===== config.mk =====
export PLATFORM = sky130hd
export DESIGN_NAME = pclk_gen
export DESIGN_NICKNAME = d
export VERILOG_FILES = /design/src/rtl/pclk_gen.sv
export SDC_FILE = /design/constraint.sdc
export NUM_CORES = 1
export LEC_CHECK = 0
export CAP_MARGIN = 25
export CORE_MARGIN = 3
export CORE_UTILIZATION = 45
export CTS_BUF_LIST = sky130_fd_sc_hd__clkbuf_4 sky130_fd_sc_hd__clkbuf_8
export CTS_CLUSTER_SIZE = 8
export DETAILED_ROUTE_END_ITERATION = 8
export PLACE_DENSITY = 0.62
export SKIP_LAST_GASP = 1
export SLEW_MARGIN = 40
export SYNTH_ARGS = -nofsm -noshare
export SYNTH_HDL_FRONTEND = slang
export SYNTH_SLANG_ARGS = --single-unit

===== constraint.sdc =====
create_clock -name Bit_Rate -period 2.88 [get_ports Bit_Rate]
set_input_delay 0.576 -clock Bit_Rate [delete_from_list [all_inputs] [get_ports Bit_Rate]]
set_output_delay 0.576 -clock Bit_Rate [all_outputs]
set_load 0.02 [all_outputs]

===== src/rtl/pclk_gen.sv =====
// pclk_gen: symbol clock, ratio-selectable PCLK and serializer strobe from one fast bit clock.
// Outputs are flopped from next-state counter values so they move on the same edge as the state.
`timescale 1ps/1ps
module pclk_gen #(
  parameter int SYM_BITS = 10
) (
  input  logic       Bit_Rate,
  input  logic       Rst,
  input  logic       En,
  input  logic [1:0] Width_Sel,
  output logic       Bit_Rate_10,
  output logic       PCLK,
  output logic       Sym_Strobe,
  output logic       Pclk_Rdy
);
  localparam int CW = $clog2(SYM_BITS);
  localparam logic [CW-1:0] LAST = CW'(SYM_BITS - 1);
  localparam logic [CW-1:0] HALF = CW'(SYM_BITS / 2);
  localparam logic [1:0] IDLE = 2'd0, RUN = 2'd1, DRAIN = 2'd2;
  logic [1:0] state, state_n, active_sel, act_n, sym_cnt, sym_n, sel;
  logic [CW-1:0] bit_cnt, bit_n;
  logic wrap, bound, load, run_n, pclk_n, rdy_n;
  always_comb begin
    sel = Width_Sel == 2'b11 ? 2'b00 : Width_Sel;
    wrap = bit_cnt == LAST;
    bound = wrap && (active_sel == 2'b01 || (active_sel == 2'b10 ? sym_cnt == 2'd3 : sym_cnt[0]));
    load = bound && En && sel != active_sel;
    state_n = state == IDLE ? (En ? RUN : IDLE) : En ? RUN : bound ? IDLE : DRAIN;
    run_n = state_n != IDLE;
    act_n = (state == IDLE && En) || load ? sel : active_sel;
    bit_n = (state == IDLE || !run_n || wrap) ? '0 : bit_cnt + 1'b1;
    // A ratio load restarts the symbol count so the new period begins with its high phase
    sym_n = (state == IDLE || !run_n || load) ? 2'd0 : sym_cnt + {1'b0, wrap};
    pclk_n = act_n == 2'b01 ? bit_n < HALF : act_n == 2'b10 ? sym_n < 2'd2 : !sym_n[0];
    rdy_n = state_n == RUN && sel == active_sel && (Pclk_Rdy || (state != IDLE && bound));
  end
  always_ff @(posedge Bit_Rate or negedge Rst)
    if (!Rst) begin
      state <= IDLE;
      active_sel <= 2'b00;
      sym_cnt <= 2'd0;
      bit_cnt <= '0;
      Bit_Rate_10 <= 1'b0;
      PCLK <= 1'b0;
      Sym_Strobe <= 1'b0;
      Pclk_Rdy <= 1'b0;
    end else begin
      state <= state_n;
      active_sel <= act_n;
      sym_cnt <= sym_n;
      bit_cnt <= bit_n;
      Bit_Rate_10 <= run_n && bit_n < HALF;
      PCLK <= run_n && pclk_n;
      Sym_Strobe <= run_n && bit_n == LAST;
      Pclk_Rdy <= rdy_n;
    end
endmodule


# Yosys cells after proc, flatten, opt, wreduce, memory -nomap -nowiden
# Cells that the tools add are included.
[word_totals]
mem_bits_ro = 0
mem_count = 0
in_bits = 5
out_inout_bits = 4
latchBits = 0
reg_bits = 14
mem_bits_rw = 0
[classes]
n_shift = 0
n_lt_le_gt_ge = 2
n_mux = 11
reduce_logical = 21
n_div = 0
multipliers = 0
n_addsub = 2
n_bitwise = 0
eq_ne = 11
[op_table]
columns = ["operator", "count"]
rows = [
  ["$mux 2", 6],
  ["$logic_and 1x1->1", 10],
  ["$eq 2x2->1 const B", 4],
  ["$eq 4x4->1 const B", 2],
  ["$eq 2x1->1 const B", 3],
  ["$logic_or 1x1->1", 6],
  ["$add 4x1->4 const B", 1],
  ["$lt 4x3->1 const B", 1],
  ["$mux 1", 4],
  ["$mux 4", 1],
  ["$reduce_bool 2->1", 2],
  ["$add 2x1->2", 1],
  ["$eq 2x2->1", 1],
  ["$logic_not 1->1", 2],
  ["$logic_not 2->1", 1],
  ["$lt 2x2->1 const B", 1],
  ["$ne 2x2->1", 1],
]

# Logic depth before layout (Yosys ltp)
# Gate-level depths: netlist of run 1.
[logic_depth]
word_depth = 16
depth_mapped = 10

# Worst setup path after synthesis of run 1
# No wires, ideal clock.
[synth_timing]
kind = "input port to flip-flop"
start = "input port Width_Sel[0]"
end = "register PCLK"
arrival_time_ns = 1.735
required_time_ns = 2.749
cell_stages = 6
setup_ns = 0.131
setup_slack_ns = 1.014
cell_sequence = "and4bb_4 > a211oi_4 > a22oi_2 > mux2i_2 > mux2i_1 > mux2i_1"
[synth_between]
elab_chain_cells = 10
[synth_lines]
columns = ["element", "line_no", "source"]
rows = [
  ["from (decl)", "10", "input logic [1:0] Width_Sel,"],
  ["$eq 2x2->1", "24", "sel = Width_Sel == 2'b11 ? 2'b00 : Width_Sel;"],
  ["$mux 2 *", "24", ""],
  ["$ne 2x2->1", "27", "load = bound && En && sel != active_sel;"],
  ["$logic_and 1x1->1", "27", ""],
  ["$logic_or 1x1->1, on equally long branches", "33, 30", ""],
  ["$mux 2, on equally long branches", "33, 30", ""],
  ["$lt 2x2->1, or another cell as far along", "34", "pclk_n = act_n == 2'b01 ? bit_n < HALF : act_n == 2'b10 ? sym_n < 2'd2 : !sym_n[0];"],
  ["$mux 1", "34", ""],
  ["$mux 1 *", "34", ""],
  ["$logic_and 1x1->1 *", "53", "PCLK <= run_n && pclk_n;"],
  ["to (signal assigned)", "53", ""],
  ["to (decl)", "12", "output logic PCLK,"],
]
# Every way passes the cells marked *; elsewhere a longest branch is shown, timed or not.

# Worst setup path in the final report of run 1
[layout_timing]
start = "input port Width_Sel[1]"
end = "register PCLK"
# The elaborated chain is that of the path after synthesis.

==> results.md, run 1 <==
| Group | Item | Reported |
|:---|:---|:---|
| critical path | Endpoint class of the critical path | register |
| drt | Per-cell routed wire length | 13.2 um |
| drt | Sum of routed wire length over all layers | 1.35 mm |
| critical path | Reg2Reg Launch Point | bit_cnt[0] |
| placed design | Number of input and output port buffers inserted | 8 |
| sta | Number of hold violations in the final report | 0 |
| sta | Share of the clock period used by the worst path | 76.2% |
| sta | Setup repair after global routing missed its margin | no |
| cts | Sink Count | 14 |
| cells and area | Number of standard cells in the final layout excluding fillers | 102 |
| synth | Commonest register cell after synthesis | dfrtp_1 |
| critical path | Largest delay contributor family on the critical path | multiplexers |
| sta | Fin. max-slew vios | 0 |
| die | Die outline area | 2250 um2 |
| cells and area | Share of layout cells above drive strength 1 | 15.1% |
| critical path | Worst EP arrival | 2.36 ns |
| hold path | Worst Hold Class | register to register |
| global route | Initial antenna violation count | 0 |
| cts | Total clock buffers created by CTS | 3 |
| drt | Vias/cell | 5.56 |
| die | Y dimension of the die | 47.4 um |
| die | Die width | 47.4 um |
| sta | Transition time at the pin with the least slew margin | 0.623 ns |
| cts | Post-cts gate resize count | 0 |
| sta | Fin Setup TNS | 0 ns |
| critical path | Launch point of the critical path | Width_Sel[1] |
| placed design | Weighted congestion reported at the end of routability-driven placement | 0.704 |
| drt | Detailed-route via count | 567 |
| cts | Clock latency reported for the late side of the worst-skew pair | 0.28 ns |
| global route | Total track usage | 15.3% |
| critical path | Delay of the slowest critical-path stage | 0.48 ns |
| drt | Antenna Nets Post-Route | 0 |
| synth | Post-synthesis cell type with the largest combined area | dfrtp_1 |
| synth | Average instance area after synthesis | 10.6 um2 |
| cts | Worst-path clk slew | 0.08 ns |
| critical path | Required arrival time at the worst endpoint | 3.04 ns |
| synth | Post-synthesis net count | 81 |
| synth | Gate count of the mapped netlist | 73 |
| job | # Max-Cap Violations | 0 |
| pwr | Pwr/cell area | 668 nW/um2 |
| drt | DR DRC count | 0 |
| die | Starting density of the core | 49.4% |
| drt | Initial DRC Count | 6 |
| synth | Post-synthesis cell area | 771 um2 |
| pwr | Max IR drop VDD | 0.000367 V |
| die | Number of rows created at floorplan | 14 |
| cts | CTS max path bufs | 2 |
| sta | Max-slew headroom at the worst pin | 58.3% |
| cells and area | Fin nets | 95 |
| placed design | Post-detailed-placement half-perimeter wirelength | 993 um |
| global route | GR Util met3 | 6.90% |
| global route | Remaining global-route overflow | 0 |
| pwr | Static leakage | 0.393 nW |
| critical path | Flop-to-flop setup slack | 0.90 ns |
| cts | Post-CTS setup repair buffer count | 0 |
| global route | Met1 track utilization from global routing | 20.2% |
| sta | Final Critical Period | 2.19 ns |
| synth | Leading cell types by total area after synthesis | dfrtp_1, nor2_1, ha_1 |
| critical path | Crit path launch type | primary input |
| synth | Number of storage elements in the synthesis netlist | 14 |
| synth | YS warnings | 0 |
| cts | Buffer type at the clock tree root | clkbuf_4 |
| cts | TritonCTS clock tree | done |
| critical path | Critical path destination | PCLK |
| cells and area | Area added between synthesis and finish | 18.7% |
| critical path | Buffers and inverters on the worst path | 1 |
| synth | Proportion of synthesized flip-flops having asynchronous set or reset | 100% |
| critical path | Dominant cell type by count on the critical path | mux2i_1 |
| die | Placeable core region | 1560 um2 |
| die | I/O Pins | 9 |
| cells and area | Inserted Diodes | 0 |
| cts | Count of hold buffers inserted by post-cts repair | 0 |
| global route | Maximum number of pins on one net before global-route repair | 15 |
| outcome | Status | completed |
| critical path | Worst Reg2Reg Path Length in Cells | 7 |
| critical path | FF-to-FF End | PCLK |
| synth | Library cell with the highest instance count after synthesis | dfrtp_1 |
| global route | Busiest layer in global routing | met2 |
| synth | Most common library cells after synthesis | dfrtp_1, nor2_1, nand2_1 |
| sta | Clock Skews | 0.000873 ns |
| placed design | Placed instance count | 98 |
| critical path | Max Fanout on Critical Path | 5 |
| critical path | Worst setup path category | primary input to register |
| synth | Proportion of netlist area held by the largest area contributor | 45.5% |
| sta | Number of setup violations in the final report | 0 |
| critical path | Instance count on the critical path | 7 |
| synth | Post-synth cell types | 31 |
| sta | Top achievable clock speed | 0.456 GHz |
| global route | Vias in the first global route | 524 |
| critical path | Worst-path cell chain | clkdlybuf4s50_1 > and4bb_2 > a211oi_4 > a22oi_2 > mux2i_2 > mux2i_1 > mux2i_1 |
| synth | Number of enable flip-flop cells after synthesis | 0 |
| drt | First-pass iteration count of the detailed router | 4 |
| synth | Sequential-to-total area share from yosys stat | 45.5% |
| cts | H-tree levels | 1 |
| critical path | Crit-path slowest cell | clkdlybuf4s50_1 |
| global route | Met2 Track Usage GR | 21.4% |
| global route | Global-route wire length before repair | 2.30 mm |
## per-layer routing
layer / routed length [um] / part of all wire, % / vias up
li1: - / - / 283
met3: 75 / 5.6 / 2
met1: 686 / 51 / 267
met5: 0 / 0 / -
met2: 578 / 43 / 15
met4: 10 / 0.74 / 0
## area by class of cell
class                           instances  area, um2
Fill cell                             135        644
Inverter                                3       11.3
Multi-Input combinational cell         56        409
Tap cell                               16       20.0
Timing Repair Buffer                    9       87.6
Clock buffer                            4       36.3
Sequential cell                        14        350
## report_power, final
group	switching [mW]	internal, mW
clock network	0.0616	0.0770
logic	0.0999	0.0960
registers	0.0427	0.234
total	0.204	0.407
## flip-flops by register name, indices dropped and copies added (netlist names)
name         count
active_sel       2
PCLK             1
Pclk_Rdy         1
state            2
Sym_Strobe       1
Bit_Rate_10      1
sym_cnt          2
bit_cnt          4
## layout by cell type (no fill, tap or decap), types with 3 or more instances in the layout
cell type        count
o21ai_0              3
ha_1                 3
dfrtp_1             14
clkdlybuf4s50_1      8
clkbuf_4             3
nor2_1              12
xnor2_1              3
nand2_1              4
inv_1                3
mux2i_1              3
## worst min path at each step
stage               startpoint           to  depth (start not counted)  slack, ns
floorplan                  Rst  Bit_Rate_10                          0       0.28
global placement      Pclk_Rdy     Pclk_Rdy                          2       0.50
detailed placement    Pclk_Rdy     Pclk_Rdy                          2       0.50
CTS                   Pclk_Rdy     Pclk_Rdy                          2       0.52
global route          Pclk_Rdy     Pclk_Rdy                          2       0.55
finish                Pclk_Rdy     Pclk_Rdy                          2       0.51
## cells by family (layout without fill, tap and decap cells)
group / after synthesis / after routing / synth area share [%]
adder cells (fa/ha/maj): 3 / 3 / 4.87
flip-flops: 14 / 14 / 45.5
XOR/XNOR: 4 / 4 / 4.55
AO/OA/AOI/OAI: 16 / 16 / 17.2
multiplexers: 4 / 4 / 5.68
AND/OR/NAND/NOR: 29 / 29 / 20.8
buffers and inverters: 3 / 16 / 1.46
## through the flow
step / setup WS, ns / util (%) / area [um2] / total power [mW] / hold slack (ns)
2_1_floorplan: 1.01 / - / 771 / 0.409 / 0.280
3_3_place_gp: 0.455 / 56.3 / 878 / 0.473 / 0.498
3_5_place_dp: 0.394 / 56.3 / 878 / 0.475 / 0.498
4_1_cts: 0.669 / 58.7 / 915 / 0.616 / 0.522
5_1_grt: 0.581 / 58.7 / 915 / 0.657 / 0.548
6_report: 0.686 / 58.7 / 915 / 0.611 / 0.512
## worst register-to-register path: stages (launching register included)
cell and delay (ns):
dfrtp_1 0.46, ha_1 0.23, nand3b_1 0.17, a211oi_1 0.09
a22oi_2 0.25, mux2i_2 0.34, mux2i_1 0.23, mux2i_1 0.09
(Power assumes the default switching activity.)
==> run 2: changes to the inputs <==
--- a/config.mk
+++ b/config.mk
@@ -11,7 +11,7 @@
 export CTS_BUF_LIST = sky130_fd_sc_hd__clkbuf_4 sky130_fd_sc_hd__clkbuf_8
 export CTS_CLUSTER_SIZE = 8
 export DETAILED_ROUTE_END_ITERATION = 8
-export PLACE_DENSITY = 0.62
+export PLACE_DENSITY = 0.65
 export SKIP_LAST_GASP = 1
 export SLEW_MARGIN = 40
 export SYNTH_ARGS = -nofsm -noshare
==> constraint.sdc (replaced) <==
create_clock -name Bit_Rate -period 1.8 [get_ports Bit_Rate]
set_input_delay 0.36 -clock Bit_Rate [delete_from_list [all_inputs] [get_ports Bit_Rate]]
set_output_delay 0.36 -clock Bit_Rate [all_outputs]
set_load 0.02 [all_outputs]
==> run 2 against run 1 <==
The flow now finishes with violations (negative setup slack). Power grew 64%. Cell area grew 14%. Sequential share of layout area is 4.4 points lower. Global-route usage increased by 0.79 points. Clock skew is 0.00057 ns higher. Worst hold slack worse by 0.11 ns. Count of clock-buffer cells in the layout decreased by 1. Critical path type is now register to register. Critical endpoint unchanged.
==> results.md, run 2 (synthesized netlist as in run 1, its figures left out) <==
| Group | Item | Reported | Change |
|:---|:---|:---|:---|
| sta | Max-slew headroom at the worst pin | 81.3% | +23 points |
| placed design | Post-detailed-placement half-perimeter wirelength | 1.06 mm | +6.7% |
| placed design | Area post-placement | 961 um2 | +9.4% |
| global route | Vias in the first global route | 569 | +8.6% |
| cells and area | Inserted Diodes | 0 | unchanged |
| cts | Total clock buffers created by CTS | 3 | unchanged |
| cells and area | Commonest non-fill, non-tap cells in the layout | buf_4, dfrtp_1, nor2_1, clkdlybuf4s50_1, nand2_1 |  |
| placed design | Weighted congestion reported at the end of routability-driven placement | 0.809 | +15% |
| critical path | Worst setup path category | register to register |  |
| die | Die width | 47.4 um | unchanged |
| critical path | Max Fanout on Critical Path | 6 | +1 |
| sta | Number of setup violations in the final report | 1 | +1 |
| cells and area | Share of layout cells above drive strength 1 | 33.7% | +19 points |
| job | # Max-Cap Violations | 0 | unchanged |
| drt | Detailed-route via count | 615 | +8.5% |
| cts | CTS max path bufs | 2 | unchanged |
| sta | Final Worst Setup Slack | -0.0261 ns | -0.712 ns |
| global route | Initial antenna violation count | 0 | unchanged |
| outcome | Status | finished, violations left |  |
| sta | Final Critical Period | 1.83 ns |  |
| pwr | Final Power | 1.00 mW | +64% |
| die | I/O Pins | 9 | unchanged |
| sta | Transition time at the pin with the least slew margin | 0.276 ns | -0.348 ns |
| cts | H-tree levels | 1 | unchanged |
| critical path | Endpoint class of the critical path | register |  |
| critical path | Worst EP arrival | 1.98 ns | -0.38 ns |
| global route | Maximum number of pins on one net before global-route repair | 15 | unchanged |
| pwr | Max IR drop VDD | 0.000646 V | +76% |
| sta | Fin. max-slew vios | 0 | unchanged |
| cts | Count of hold buffers inserted by post-cts repair | 0 | unchanged |
| sta | Top achievable clock speed | 0.548 GHz |  |
| critical path | Critical path destination | PCLK |  |
| cts | TritonCTS clock tree | done |  |
| global route | Global-route wire length before repair | 2.44 mm | +6.3% |
| placed design | Number of input and output port buffers inserted | 8 | unchanged |
| cts | Buffer type at the clock tree root | clkbuf_4 |  |
| cells and area | Area added between synthesis and finish | 35.1% |  |
| drt | DR DRC count | 0 | unchanged |
| die | Y dimension of the die | 47.4 um | unchanged |
| critical path | Crit path launch type | register |  |
| pwr | Pwr/cell area | 965 nW/um2 | +44% |
| drt | Initial DRC Count | 5 | -1 |
| sta | Clock Skews | 0.00144 ns | +0.000568 ns |
| die | Die outline area | 2250 um2 | unchanged |
| die | Placeable core region | 1560 um2 | unchanged |
| cts | Sink Count | 14 | unchanged |
| sta | Share of the clock period used by the worst path | 101% |  |
| critical path | FF-to-FF End | PCLK |  |
| pwr | Static leakage | 0.464 nW | +18% |
| cells and area | Register bank with the most flops | bit_cnt |  |
| global route | Remaining global-route overflow | 0 | unchanged |
| global route | Total track usage | 16.1% | +0.79 points |
| drt | Vias/cell | 5.26 | -5.4% |
| cts | Worst-path clk slew | 0.07 ns | about the same |
| sta | Number of hold violations in the final report | 0 | unchanged |
| critical path | Reg2Reg Launch Point | active_sel[0] |  |
| cells and area | Final design instance area without fill | 1040 um2 | +14% |
| critical path | Worst Reg2Reg Path Length in Cells | 6 | -1 |
| critical path | Required arrival time at the worst endpoint | 1.95 ns | -1.09 ns |
| cells and area | Fin nets | 111 | +17% |
| cells and area | Largest register FFs | 4 | unchanged |
| sta | Fin Setup TNS | -0.0261 ns | -0.0261 ns |
| critical path | Flop-to-flop setup slack | -0.03 ns | -0.93 ns |
| critical path | Launch point of the critical path | active_sel[0] |  |
| cells and area | Most common cell after layout, fill and taps aside | buf_4 |  |
| outcome | Failing checks | negative setup slack |  |
| drt | Per-cell routed wire length | 11.9 um | -10% |
| die | Starting density of the core | 49.4% | unchanged |
| die | Number of rows created at floorplan | 14 | unchanged |
| cts | Clock latency reported for the late side of the worst-skew pair | 0.27 ns | about the same |
| drt | First-pass iteration count of the detailed router | 4 | unchanged |
| drt | Antenna Nets Post-Route | 0 | unchanged |
| sta | Setup repair after global routing missed its margin | yes |  |
| drt | Sum of routed wire length over all layers | 1.39 mm | +2.7% |
| hold path | Worst Hold Class | primary input to async pin |  |
run 2: cell types whose count changed in the layout (fill, tap and decap cells not counted), sizes merged:
cell	change
clkbuf	-1
buf	+16
dlygate4sd2	+2
clkdlybuf4s50	-2
run 2: worst min-delay path by stage:
stage                   from           to  slack [ns]  depth (start not counted)
global route             Rst   bit_cnt[0]        0.40                          2
floorplan                Rst  Bit_Rate_10        0.06                          0
detailed placement  Pclk_Rdy     Pclk_Rdy        0.51                          2
CTS                      Rst   bit_cnt[1]        0.40                          2
global placement    Pclk_Rdy     Pclk_Rdy        0.49                          2
finish                   Rst   Sym_Strobe        0.40                          2
run 2: cell type report:
type                    instances  area, um2
clock buffers                   3       22.5
fillers                       124        518
inverters                       3       11.3
multi-input cells              56        429
flip-flops and latches         14        353
well taps                      16       20.0
repair buffers                 25        205
run 2: report_power, final:
group / internal, mW / switching [mW]
combinational: 0.228 / 0.209
sequential: 0.376 / 0.0324
clock: 0.0773 / 0.0807
run 2: critical path, stage by stage, from the launching register on:
cell and delay [ns]:
dfrtp_2 0.44, and4bb_4 0.35, a211oi_4 0.04, a22oi_2 0.22
mux2i_2 0.34, mux2i_1 0.22, mux2i_1 0.09
run 2: what timing repair did:
action | 4_1_cts | 5_1_grt
buffers inserted | 5 | 0
endpoints found under the setup margin | 1 | 1
resized for setup | 5 | 5
gates cloned | 0 | 0
pin swaps | 6 | 1
run 2: per-stage QoR:
| step | util, % | std cells | hold WS [ns] | setup WS (ns) |
|---|---|---|---|---|
| after floorplan | - | 73 | 0.0644 | 0.0266 |
| after global placement | 61.6 | 109 | 0.487 | -0.381 |
| after detailed placement | 61.6 | 109 | 0.505 | -0.431 |
| after CTS | 65.8 | 117 | 0.399 | -0.0230 |
| after global routing | 66.8 | 117 | 0.396 | -0.0886 |
| final | 66.8 | 117 | 0.398 | -0.0261 |
run 2: per-layer routing:
| layer | GRT usage (%) | up-vias | wire [um] |
|---|---|---|---|
| li1 | - | 320 | - |
| met2 | 22.5 | 11 | 597 |
| met4 | 4.97 | 0 | 12 |
| met1 | 22.4 | 282 | 715 |
| met5 | 0 | - | 0 |
| met3 | 6.90 | 2 | 62 |
